## config.mk

```make
export PLATFORM = sky130hd
export DESIGN_NAME = mem_port_arbiter
export DESIGN_NICKNAME = d
export VERILOG_FILES = /design/src/rtl/mem_port_arbiter_pkg.sv /design/src/rtl/Mux2way16.sv /design/src/rtl/arb_rr_pick.sv /design/src/rtl/mem_port_arbiter.sv
export SDC_FILE = /design/constraint.sdc
export NUM_CORES = 1
export LEC_CHECK = 0
export ABC_AREA = 1
export BUFFER_PORTS_ARGS = -buffer_cell sky130_fd_sc_hd__buf_2
export CORE_MARGIN = 2
export CORE_UTILIZATION = 50
export DETAILED_ROUTE_END_ITERATION = 12
export GPL_TIMING_DRIVEN = 1
export PLACE_DENSITY_LB_ADDON = 0.08
export SLEW_MARGIN = 15
export SYNTH_ARGS = -nofsm -noshare
export SYNTH_HDL_FRONTEND = slang
export SYNTH_SLANG_ARGS = --single-unit
```

## constraint.sdc

```tcl
create_clock -name clk -period 3.4 [get_ports clk]
set_input_delay 0.68 -clock clk [delete_from_list [all_inputs] [get_ports clk]]
set_output_delay 0.68 -clock clk [all_outputs]
set_load 0.005 [all_outputs]
```

## src/rtl/mem_port_arbiter_pkg.sv

```systemverilog
// Shared state encoding, width defaults and requester indices for mem_port_arbiter.
package mem_port_arbiter_pkg;

   typedef enum logic [1:0] {
      IDLE = 2'd0,
      BUSY = 2'd1,
      DONE = 2'd2
   } state_t;

   localparam int DEF_DATA_W = 16;
   localparam int DEF_ADDR_W = 16;

   localparam logic REQ_IF  = 1'b0;
   localparam logic REQ_MEM = 1'b1;

endpackage

```

## src/rtl/Mux2way16.sv

```systemverilog
// Two-way word multiplexer shared by the address and write-data steering paths.
module Mux2way16 #(
   parameter int W = 16
) (
   input  logic [W-1:0] a,
   input  logic [W-1:0] b,
   input  logic         sel,
   output logic [W-1:0] out
);

   assign out = sel ? b : a;

endmodule

```

## src/rtl/arb_rr_pick.sv

```systemverilog
// Two-way round-robin picker: on a tie the requester that did not win last time gets the port.
module arb_rr_pick
   import mem_port_arbiter_pkg::*;
(
   input  logic req0,
   input  logic req1,
   input  logic last,
   output logic valid,
   output logic winner
);

   always_comb begin
      valid = req0 | req1;
      if (req0 && req1)
         winner = ~last;
      else if (req1)
         winner = REQ_MEM;
      else
         winner = REQ_IF;
   end

endmodule

```

## src/rtl/mem_port_arbiter.sv

```systemverilog
// Round-robin arbiter sharing one memory port between instruction fetch and data access.
// Define ARB_TIMEOUT_EN to abort a stalled access after TIMEOUT busy cycles with err set.
module mem_port_arbiter
   import mem_port_arbiter_pkg::*;
#(
   parameter int DATA_W  = DEF_DATA_W,
   parameter int ADDR_W  = DEF_ADDR_W,
   parameter int TIMEOUT = 15
) (
   input  logic              clk,
   input  logic              rst_n,
   input  logic              req0,
   input  logic              req1,
   input  logic [ADDR_W-1:0] addr0,
   input  logic [ADDR_W-1:0] addr1,
   input  logic [DATA_W-1:0] wdata0,
   input  logic [DATA_W-1:0] wdata1,
   input  logic              we0,
   input  logic              we1,
   output logic              gnt0,
   output logic              gnt1,
   output logic              ack0,
   output logic              ack1,
   output logic [DATA_W-1:0] rdata,
   output logic              err,
   output logic              mem_sel,
   output logic              mem_req,
   output logic [ADDR_W-1:0] mem_addr,
   output logic [DATA_W-1:0] mem_wdata,
   output logic              mem_we,
   input  logic              mem_ready,
   input  logic [DATA_W-1:0] mem_rdata
);

   state_t state, state_nxt;
   logic owner, owner_nxt;
   logic last, last_nxt;
   logic gnt0_nxt, gnt1_nxt, ack0_nxt, ack1_nxt, err_nxt;
   logic mem_sel_nxt, mem_req_nxt, mem_we_nxt;
   logic [DATA_W-1:0] rdata_nxt, mem_wdata_nxt, wdata_mux;
   logic [ADDR_W-1:0] mem_addr_nxt, addr_mux;
   logic pick_valid, pick_winner, we_mux;

`ifdef ARB_TIMEOUT_EN
   localparam int CNT_W = $clog2(TIMEOUT + 1);
   logic [CNT_W-1:0] cnt, cnt_nxt;
`endif

   arb_rr_pick u_pick (
      .req0   (req0),
      .req1   (req1),
      .last   (last),
      .valid  (pick_valid),
      .winner (pick_winner)
   );

   // Muxes steer on the prospective owner so the latch happens on the granting edge.
   Mux2way16 #(.W(ADDR_W)) u_addr_mux (
      .a   (addr0),
      .b   (addr1),
      .sel (pick_winner),
      .out (addr_mux)
   );

   Mux2way16 #(.W(DATA_W)) u_wdata_mux (
      .a   (wdata0),
      .b   (wdata1),
      .sel (pick_winner),
      .out (wdata_mux)
   );

   assign we_mux = pick_winner ? we1 : we0;

   always_comb begin
      state_nxt     = state;
      owner_nxt     = owner;
      last_nxt      = last;
      gnt0_nxt      = gnt0;
      gnt1_nxt      = gnt1;
      ack0_nxt      = 1'b0;
      ack1_nxt      = 1'b0;
      err_nxt       = 1'b0;
      rdata_nxt     = rdata;
      mem_sel_nxt   = mem_sel;
      mem_req_nxt   = 1'b0;
      mem_addr_nxt  = mem_addr;
      mem_wdata_nxt = mem_wdata;
      mem_we_nxt    = mem_we;
`ifdef ARB_TIMEOUT_EN
      cnt_nxt       = cnt;
`endif
      case (state)
         IDLE: begin
            gnt0_nxt = 1'b0;
            gnt1_nxt = 1'b0;
            if (pick_valid) begin
               state_nxt     = BUSY;
               owner_nxt     = pick_winner;
               mem_sel_nxt   = pick_winner;
               mem_req_nxt   = 1'b1;
               mem_addr_nxt  = addr_mux;
               mem_wdata_nxt = wdata_mux;
               mem_we_nxt    = we_mux;
               gnt0_nxt      = (pick_winner == REQ_IF);
               gnt1_nxt      = (pick_winner == REQ_MEM);
`ifdef ARB_TIMEOUT_EN
               cnt_nxt       = '0;
`endif
            end
         end
         BUSY: begin
            mem_req_nxt = 1'b1;
            if (mem_ready) begin
               state_nxt   = DONE;
               mem_req_nxt = 1'b0;
               ack0_nxt    = (owner == REQ_IF);
               ack1_nxt    = (owner == REQ_MEM);
               if (!mem_we)
                  rdata_nxt = mem_rdata;
            end
`ifdef ARB_TIMEOUT_EN
            else if (cnt + 1'b1 == CNT_W'(TIMEOUT)) begin
               state_nxt   = DONE;
               mem_req_nxt = 1'b0;
               ack0_nxt    = (owner == REQ_IF);
               ack1_nxt    = (owner == REQ_MEM);
               err_nxt     = 1'b1;
            end else begin
               cnt_nxt = cnt + 1'b1;
            end
`endif
         end
         DONE: begin
            state_nxt = IDLE;
            gnt0_nxt  = 1'b0;
            gnt1_nxt  = 1'b0;
            last_nxt  = owner;
         end
         default: state_nxt = IDLE;
      endcase
   end

   // Every output is a flop; reset abandons any access in flight without an ack.
   always_ff @(posedge clk) begin
      if (!rst_n) begin
         state     <= IDLE;
         owner     <= REQ_IF;
         last      <= REQ_MEM;
         gnt0      <= 1'b0;
         gnt1      <= 1'b0;
         ack0      <= 1'b0;
         ack1      <= 1'b0;
         err       <= 1'b0;
         rdata     <= '0;
         mem_sel   <= 1'b0;
         mem_req   <= 1'b0;
         mem_addr  <= '0;
         mem_wdata <= '0;
         mem_we    <= 1'b0;
`ifdef ARB_TIMEOUT_EN
         cnt       <= '0;
`endif
      end else begin
         state     <= state_nxt;
         owner     <= owner_nxt;
         last      <= last_nxt;
         gnt0      <= gnt0_nxt;
         gnt1      <= gnt1_nxt;
         ack0      <= ack0_nxt;
         ack1      <= ack1_nxt;
         err       <= err_nxt;
         rdata     <= rdata_nxt;
         mem_sel   <= mem_sel_nxt;
         mem_req   <= mem_req_nxt;
         mem_addr  <= mem_addr_nxt;
         mem_wdata <= mem_wdata_nxt;
         mem_we    <= mem_we_nxt;
`ifdef ARB_TIMEOUT_EN
         cnt       <= cnt_nxt;
`endif
      end
   end

endmodule

```

# ---- Word-level counts from Yosys, hierarchy flattened
# Cells that the tools add are included.
dict set report classes {
  n_eq_ne 4
  muxes 15
  bitwise 5
  reduce_logical 7
}
# operator count
set op_table {}
lappend op_table {{$mux W16} 2}
lappend op_table {{$mux W1} 7}
lappend op_table {{$pmux W1 S2} 3}
lappend op_table {{$reduce_and A3 Y1} 2}
lappend op_table {{$mux W2} 2}
lappend op_table {{$ne A2 B2 Y1 const B} 2}
lappend op_table {{$not A1 Y1} 4}
lappend op_table {{$pmux W2 S2} 1}
lappend op_table {{$reduce_and A2 Y1} 2}
lappend op_table {{$eq A2 B1 Y1 const B} 1}
lappend op_table {{$eq A2 B2 Y1 const B} 1}
lappend op_table {{$logic_not A2 Y1} 1}
lappend op_table {{$reduce_bool A2 Y1} 1}
lappend op_table {{$logic_and A1 B1 Y1} 1}
lappend op_table {{$or A1 B1 Y1} 1}
dict set report totals {
  reg_bits 58
  in_bits 87
  output_inout_bits 56
  wordCells 43
}

# ---- Longest topological paths before layout
# Gate-level depths: netlist of run 1.
dict set report depth {
  depth_word 5
  depth_mapped 7
  mapped_depth_nobuf 6
}

# ---- By module
# A second synthesis of run 1 with hierarchy kept.
dict set report unflattened {
  hier_cells 433
  area_unflattened_um2 2917.8
}
# mod instances cells_each area_per_inst_um2 seq_area_each_um2
set modules_own_cells {}
lappend modules_own_cells {mem_port_arbiter 1 326 2414.8 1161.1}
lappend modules_own_cells {Mux2way16 2 52 244.0 0.0}
lappend modules_own_cells {arb_rr_pick 1 3 15.0 0.0}

# ---- Worst setup path after synthesis of run 1
# Ideal clock, no wire load.
dict set report synth_path {
  path_type {input -> register}
  from {input port rst_n}
  to {register rdata[10]}
  setup_ps 64
  t_arrival_ps 1370
  required_time_ps 3336
  setup_slack_ps 1966
  stages 5
  n_path_buf 3
  cell_sequence {buf_4 > buf_2 > buf_1 > nand2_1 > nor2_1}
}
# element line
set synth_rtl {}
lappend synth_rtl {{from (decl)} mem_port_arbiter.sv:11} ;# input logic rst_n,
lappend synth_rtl {{to (signal assigned)} mem_port_arbiter.sv:172} ;# rdata <= rdata_nxt;
lappend synth_rtl {{to (decl)} mem_port_arbiter.sv:24} ;# output logic [DATA_W-1:0] rdata,

# ---- Final worst setup path of run 1
dict set report layout_path {
  from {input port req1}
  to {register mem_addr[10]}
}
dict set report layout_between {
  elab_chain_cells 3
  word_cells_on_any_way 6
  cone_classes {mux (3); bitwise (1); reduce/logical (2)}
}
# element line
set layout_rtl {}
lappend layout_rtl {{from (decl)} mem_port_arbiter.sv:13} ;# input logic req1,
lappend layout_rtl {{$mux W1 or $logic_and A1 B1 Y1 (tied branches)} {arb_rr_pick.sv:16, arb_rr_pick.sv:14}}
lappend layout_rtl {{$mux W1} arb_rr_pick.sv:14} ;# if (req0 && req1)
lappend layout_rtl {{$mux W16} Mux2way16.sv:11} ;# assign out = sel ? b : a;
lappend layout_rtl {{to (signal assigned)} mem_port_arbiter.sv:175} ;# mem_addr <= mem_addr_nxt;
lappend layout_rtl {{to (decl)} mem_port_arbiter.sv:28} ;# output logic [ADDR_W-1:0] mem_addr,
# Parallel ways exist; a longest one is shown, timed or not.
# A chain may end at the register's enable or synchronous reset.

==> flow_metrics.env, run 1 <==
export IMPL_first_pass_iters=4
export IMPL_layout_setup_ws_ps=1738
export IMPL_clk_pin_slew_ps=60
export IMPL_synth_seq_cells=58
export IMPL_cts_setup_buffers=0
export IMPL_syn_nets=578
export IMPL_ys_seq_area_share_pct=39.51
export IMPL_grt_overflow_total=0
export IMPL_grt_pass1_vias=2572
export IMPL_first_iter_violations=98
export IMPL_synth_main_ff_cell="dfxtp_1"
export IMPL_finalSetupViolations=0
export IMPL_outcome="finished clean"
export IMPL_endpoint="mem_addr[10]"
export IMPL_worstPathArrival_ps=1890
export IMPL_rr_endpoint="mem_addr[10]"
export IMPL_start_kind="primary input"
export IMPL_clkLatencyLatePin_ps=320
export IMPL_grt_usage_pct=21.18
export IMPL_coreArea_sq_um=5608
export IMPL_nNetsFinal=708
export IMPL_grt_pass1_wl_um=10700
export IMPL_synth_area_per_cell_sq_um=5.986
export IMPL_dp_slack_ps=1207
export IMPL_rsz0062_at_grt="no"
export IMPL_worst_slew_pin_slew_ps=936.6
export IMPL_drive_gt1_share_pct=26.20
export IMPL_die_area_sq_um=6508
export IMPL_critPathLaunch="req1"
export IMPL_dr_total_vias=2991
export IMPL_die_w_um=80.67
export IMPL_cts_max_path_buffers=2
export IMPL_dp_hpwl_um=4546
export IMPL_power_density_nw_per_um2=474.1
export IMPL_p_leak_nw=2.331
export IMPL_cts_resized=0
export IMPL_ant_nets=0
export IMPL_antenna_found_initial=0
export IMPL_cp_required_ps=3620
export IMPL_slew_violations=0
export IMPL_synth_edf_count=0
export IMPL_ctsHoldBuffers=0
export IMPL_die_y_um=80.67
export IMPL_synth_distinct_cells=22
export IMPL_routedWlPerCell_um=9.587
export IMPL_yosysWarnings=0
export IMPL_fin_worst_skew_ps=4.771
export IMPL_routabilityCongestion=0.7653
export IMPL_cp_end_kind="flop"
export IMPL_worst_slew_margin_rel_pct=37.33
export IMPL_n_antenna_cell=0
export IMPL_async_flop_share_pct=0
export IMPL_cp_max_fo=34
export IMPL_netlist_area_sq_um=2939
export IMPL_cts_tree="built"
export IMPL_min_period_ps=1662
export IMPL_ios=143
export IMPL_h_tree_depth=3
export IMPL_min_period_over_period_pct=48.88
export IMPL_cts_inserted_buffers=9
export IMPL_totalNegativeSetupSlack_ps=0
export IMPL_area_growth_pct=28.10
export IMPL_ir_worst_vdd_v=0.0003069
export IMPL_wl_um=6692
export IMPL_clock_sinks=58
export IMPL_avgViaCountPerCell=4.285
export IMPL_hp_class="flop to flop"
export IMPL_path_class="primary input to flop"
export IMPL_rows=27
export IMPL_reg2reg_from="state[0]"
export IMPL_maxCapViolCount=0
export IMPL_grt_max_degree=68
export IMPL_reg2reg_depth=6
export IMPL_drc_errors=0
export IMPL_initial_core_util_pct=52.41
export IMPL_r2r_setup_slack_ps=1840
export IMPL_finalHoldViolations=0
export IMPL_synthCells=491
export IMPL_cts_root_buf="clkbuf_8"
export IMPL_fmaxAchievable_mhz=601.7
export IMPL_io_buffers=141
## layer usage
layer	global-route usage [%]	part of all wire (%)	vias up
li1	-	-	1646
met1	23.59	44	1240
met2	37.17	47	94
met3	6.292	7.6	11
met4	9.153	1.5	0
met5	0	0	-
## how the worst min path moves through the flow
stage                     depth (start not counted)  slack, ps    to  start
after floorplan                                   2        440  last   last
after global placement                            2        450  gnt1   gnt1
after detailed placement                          2        460  gnt1   gnt1
after CTS                                         2        470  gnt1   gnt1
after global routing                              2        470  gnt1   gnt1
final                                             2        470  gnt1   gnt1
## sequential cells by signal, summed over array words and instances, names as in the netlist
signal	count
last	1
ack0	1
mem_we	1
state	2
mem_wdata	16
owner	1
mem_addr	16
gnt1	1
ack1	1
rdata	16
mem_req	1
gnt0	1
## where the power goes
part           internal [mW]  switching, mW  leakage (nW)
logic                  0.162          0.214          1.75
clock network          0.378          0.254         0.101
registers              0.746         0.0308         0.479
total                   1.29          0.499          2.33
## Yosys cell counts (2+ instances only)
library cell / number / area (sq um)
nand2_1: 171 / 641.9
nor2_1: 132 / 495.5
inv_1: 85 / 319.1
dfxtp_1: 58 / 1161
buf_6: 10 / 112.6
buf_2: 6 / 30.03
a21oi_1: 5 / 25.02
buf_4: 3 / 22.52
nand2_2: 3 / 18.77
buf_1: 2 / 7.510
clkbuf_1: 2 / 7.510
nand3_1: 2 / 10.01
nor2_4: 2 / 22.52
nor4_1: 2 / 12.51
## critical path, stage by stage
cell and delay [ps]:
buf_2 160, nor2_1 90, nor2_4 640, nand2_1 130
nor2_1 110, nor2_1 50
## cells in the final DEF (no fill, tap or decap), drive strengths merged
master / n
a21oi: 6
buf: 142
bufinv: 1
clkbuf: 14
clkinv: 2
conb: 1
dfxtp: 58
inv: 86
nand2: 174
nand3: 2
nor2: 135
nor3: 1
nor4: 2
o21ai: 2
## metrics by stage
stage	instance area [sq um]	util, %	hold slack [ps]	cells	total power [mW]
finish	3765	67.14	465.8	698	1.785
global route	3765	67.14	469.4	698	1.899
CTS	3760	67.05	466.1	698	1.809
detailed placement	3562	63.52	457.0	682	1.172
global placement	3562	63.52	445.5	682	1.162
floorplan	2939	-	442.4	491	1.041
## kinds of logic after synthesis
logic type,after synthesis,synth area share [%]
other,1,0.1276
AOI/OAI and AO/OA,8,1.873
DFF,58,39.51
and+or+nand+nor,314,41.25
buffers and inverters,110,17.24
## area by class of cell
cell class,instances,area (sq um)
tap,72,90.09
clock inverter,2,35.03
multi-input combinational,323,1276
fill,556,1843
clock buffer,14,162.7
inverter,87,326.6
timing repair buffer,142,713.2
sequential,58,1161
Note: power is estimated with default switching activity, not from simulation.
==> run 2, diff against run 1 <==
Settings changed: CORE_UTILIZATION 50 to 42.
Clock period 3.4 ns to 1.45 ns, I/O delays scaled along.
==> flow_metrics.env, run 2 (same netlist as run 1, synthesis figures left out) <==
export IMPL_cts_inserted_buffers=9
export IMPL_clk_pin_slew_ps=60
export IMPL_worstPathArrival_ps=1400
export IMPL_fin_worst_skew_ps=7.163
export IMPL_outcome="finished clean"
export IMPL_min_period_over_period_pct=82.02
export IMPL_ctsHoldBuffers=0
export IMPL_cts_resized=0
export IMPL_wl_um=6714
export IMPL_p_leak_nw=2.369
export IMPL_rsz0062_at_grt="no"
export IMPL_area_growth_pct=31.55
export IMPL_ant_nets=0
export IMPL_cts_root_buf="clkbuf_8"
export IMPL_cp_max_fo=19
export IMPL_grt_util_met2_pct=29.61
export IMPL_slew_violations=0
export IMPL_drive_gt1_share_pct=27.14
export IMPL_layout_common_cells="171 x nand2_1, 141 x buf_2, 132 x nor2_1, 85 x inv_1, 58 x dfxtp_1"
export IMPL_hp_class="primary input to flop"
export IMPL_grt_max_degree=68
export IMPL_initial_core_util_pct=43.26
export IMPL_fmaxAchievable_mhz=840.8
export IMPL_cp_end_kind="flop"
export IMPL_ios=143
export IMPL_clkLatencyLatePin_ps=320
export IMPL_ir_worst_vdd_v=0.0004294
export IMPL_avgViaCountPerCell=4.059
export IMPL_clock_sinks=58
export IMPL_cts_tree="built"
export IMPL_h_tree_depth=3
export IMPL_grtUsageMet3_pct=4.053
export IMPL_dp_hpwl_um=4768
export IMPL_die_w_um=87.65
export IMPL_grt_pass1_vias=2623
export IMPL_cp_required_ps=1660
export IMPL_antenna_found_initial=0
export IMPL_busiest_layer="met2"
export IMPL_die_area_sq_um=7683
export IMPL_io_buffers=141
export IMPL_layout_cells_non_filler=726
export IMPL_first_pass_iters=4
export IMPL_nNetsFinal=714
export IMPL_finalHoldViolations=0
export IMPL_rows=30
export IMPL_start_kind="flop"
export IMPL_finalSetupViolations=0
export IMPL_layout_commonest_cell="nand2_1"
export IMPL_path_class="flop to flop"
export IMPL_cts_max_path_buffers=2
export IMPL_die_y_um=87.65
export IMPL_dr_total_vias=2947
export IMPL_dp_cells=712
export IMPL_cts_setup_buffers=0
export IMPL_first_iter_violations=76
export IMPL_min_period_ps=1189
export IMPL_routedWlPerCell_um=9.248
export IMPL_grt_overflow_total=0
export IMPL_coreArea_sq_um=6794
export IMPL_n_antenna_cell=0
export IMPL_top_regs="mem_addr x16, mem_wdata x16, rdata x16"
export IMPL_power_density_nw_per_um2=1084
export IMPL_drc_errors=0
export IMPL_met1_usage_pct=23.63
export IMPL_grt_pass1_wl_um=11240
export IMPL_grt_usage_pct=18.25
export IMPL_totalNegativeSetupSlack_ps=0
export IMPL_routabilityCongestion=0.7553
export IMPL_maxCapViolCount=0
==> run 2: cell count changes in the layout (fill, tap and decap cells not counted), sizes merged <==
| cell | previous run | this run |
|---|---|---|
| clkinv | 2 | 3 |
| buf | 142 | 148 |
| clkbuf | 14 | 11 |
==> run 2: final cells by class <==
cell class	count	area, sq um
Clock buffer	11	151.4
Clock inverter	3	40.04
Fill cell	722	2928
Inverter	87	326.6
Multi-Input combinational cell	323	1271
Sequential cell	58	1161
Tap cell	96	120.1
Timing Repair Buffer	148	795.8
==> run 2: critical path, stage by stage, from the launching register on <==
cell and delay (ps):
dfxtp_1 370, inv_2 70, nand2_1 80, nor2_4 90
buf_4 250, nand2_1 90, nor2_1 90, nor2_1 40
==> run 2: final timing paths <==
kind | startpoint | end | slack (ps) | cells after the start
max | state[0] | mem_addr[13] | 260 | 7
min | mem_rdata[1] | rdata[1] | 260 | 5
max reg2reg | state[0] | mem_addr[13] | 260 | 7
min reg2reg | gnt1 | gnt1 | 470 | 2
==> run 2: metrics by stage <==
stage / hold slack (ps) / worst slack (ps) / instance area (sq um) / power, mW / util [%]
2_1_floorplan: 442.4 / 373.7 / 2939 / 2.442 / -
3_3_place_gp: 457.5 / 238.6 / 3675 / 2.771 / 54.09
3_5_place_dp: 460.7 / 221.4 / 3675 / 2.787 / 54.09
4_1_cts: 244.6 / 253.3 / 3866 / 4.260 / 56.91
5_1_grt: 259.6 / 113.2 / 3866 / 4.468 / 56.91
6_report: 260.2 / 260.7 / 3866 / 4.190 / 56.91
==> run 2: per-layer routing <==
metal / routed length [um] / vias up
met5: 0 / -
met1: 3229 / 1197
met3: 446 / 8
met4: 70 / 0
li1: - / 1653
met2: 2967 / 89
==> run 2: power by group <==
part           switching, mW  internal [mW]
sequential            0.0751           1.75
combinational          0.503          0.411
clock                  0.589          0.862
==> run 3, diff against run 2 <==
Settings changed: CORE_UTILIZATION 42 to 46.
Clock period 1.45 ns to 1.1 ns, I/O delays scaled along.
==> flow_metrics.env, run 3 (same netlist as run 1, synthesis figures left out) <==
export IMPL_outcome="complete, but fails checks"
export IMPL_violations="negative setup slack"
export IMPL_reg2reg_from="state[0]"
export IMPL_grt_max_degree=50
export IMPL_finalHoldViolations=0
export IMPL_area_growth_pct=43.12
export IMPL_layout_commonest_cell="nand2_1"
export IMPL_cts_inserted_buffers=9
export IMPL_grt_pass1_wl_um=11450
export IMPL_wl_met3_um=397
export IMPL_die_y_um=83.93
export IMPL_worstPathArrival_ps=1360
export IMPL_reg2reg_depth=8
export IMPL_ctsHoldBuffers=0
export IMPL_routedWlPerCell_um=10.47
export IMPL_cp_end_kind="flop"
export IMPL_ir_worst_vdd_v=0.0008951
export IMPL_fmaxAchievable_mhz=879.2
export IMPL_cts_root_buf="clkbuf_8"
export IMPL_power_density_nw_per_um2=1346
export IMPL_layout_setup_ws_ps=-37.42
export IMPL_cts_max_path_buffers=2
export IMPL_top_regs="mem_addr x16, mem_wdata x16, rdata x16"
export IMPL_place_area_sq_um=3751
export IMPL_cp_max_fo=6
export IMPL_hold_depth=5
export IMPL_drive_gt1_share_pct=33.49
export IMPL_hold_slack_ps=179.5
export IMPL_finalSetupViolations=32
export IMPL_n_antenna_cell=0
export IMPL_avgViaCountPerCell=4.321
export IMPL_hp_class="primary input to flop"
export IMPL_grt_usage_pct=20.08
export IMPL_p_leak_nw=2.532
export IMPL_wl_um=7591
export IMPL_rows=29
export IMPL_first_iter_violations=115
export IMPL_initial_core_util_pct=46.82
export IMPL_cts_tree="built"
export IMPL_route_met2_wl_um=3563
export IMPL_clk_pin_slew_ps=70
export IMPL_final_area_sq_um=4207
export IMPL_clock_sinks=58
export IMPL_finish_utilization_pct=67.01
export IMPL_coreArea_sq_um=6277
export IMPL_min_period_ps=1137
export IMPL_grt_overflow_total=0
export IMPL_ant_nets=0
export IMPL_min_period_over_period_pct=103.4
export IMPL_rr_endpoint="mem_addr[11]"
export IMPL_fin_worst_skew_ps=9.437
export IMPL_worstHoldStart="addr0[8]"
export IMPL_rsz0062_at_grt="yes"
export IMPL_first_pass_iters=4
export IMPL_nNetsFinal=731
export IMPL_slew_violations=0
export IMPL_fillCellCount=581
export IMPL_highest_layer="met4"
export IMPL_ios=143
export IMPL_grt_pass1_vias=2619
export IMPL_die_w_um=83.93
export IMPL_start_kind="flop"
export IMPL_routabilityCongestion=0.7689
export IMPL_io_buffers=141
export IMPL_critPathLaunch="state[0]"
export IMPL_cp_required_ps=1330
export IMPL_antenna_found_initial=0
export IMPL_drc_errors=0
export IMPL_die_area_sq_um=7044
export IMPL_r2r_setup_slack_ps=-40
export IMPL_path_class="flop to flop"
export IMPL_clkLatencyLatePin_ps=330
export IMPL_h_tree_depth=3
export IMPL_drt_met1_wl_um=3520
export IMPL_layout_common_cells="151 x nand2_1, 141 x buf_2, 127 x nor2_1, 84 x inv_1, 55 x dfxtp_1"
export IMPL_dr_total_vias=3133
export IMPL_maxCapViolCount=0
export IMPL_dp_hpwl_um=4883
export IMPL_hold_path_end="mem_addr[8]"
-- run 3: worst max path at each step --
stage	to
after floorplan	rdata[10]
after global placement	mem_wdata[2]
after detailed placement	mem_addr[2]
after CTS	mem_addr[7]
after global routing	mem_addr[7]
final	mem_addr[11]
-- run 3: layout make-up --
class / instances / area (sq um) / share of cell area (%)
clock buffers: 12 / 155.1 / 3.688
clock inverters: 3 / 15.01 / 0.3569
inverters: 87 / 326.6 / 7.763
multi-input cells: 323 / 1364 / 32.42
flip-flops and latches: 58 / 1167 / 27.75
well taps: 77 / 96.34 / 2.290
repair buffers: 165 / 1082 / 25.73
-- run 3: power breakdown --
part	leakage (nW)	internal [mW]	switching, mW
Sequential	0.480	2.31	0.0946
Combinational	1.96	0.752	0.785
Clock	0.0920	0.917	0.809
-- run 3: layer usage --
metal,vias up,GRT usage (%)
met1,1345,24.91
met4,0,7.331
met5,-,0
li1,1690,-
met2,87,33.75
met3,11,4.946
-- run 3: repair_timing --
action,CTS,global route
cloned,2,3
gates resized for setup,8,31
pin swaps,2,8
endpoints found under the setup margin,39,51
setup buffers,6,1
-- run 3: critical path, stage by stage (launching register included) --
cell and delay [ps]:
dfxtp_4 350, inv_2 60, nand2_2 60, nor2_4 100, buf_6 150, buf_16 140, nand2_1 50, nor2_1 80
nor2_1 40
-- run 3: through the flow --
step	worst slack (ps)	power (mW)	setup TNS [ps]	instances
2_1_floorplan	23.72	3.219	0	491
3_3_place_gp	-17.94	3.728	-123.0	698
3_5_place_dp	-56.60	3.755	-1185	698
4_1_cts	-28.95	5.578	-272.7	721
5_1_grt	-139.8	6.001	-3702	725
6_report	-37.42	5.664	-435.2	725
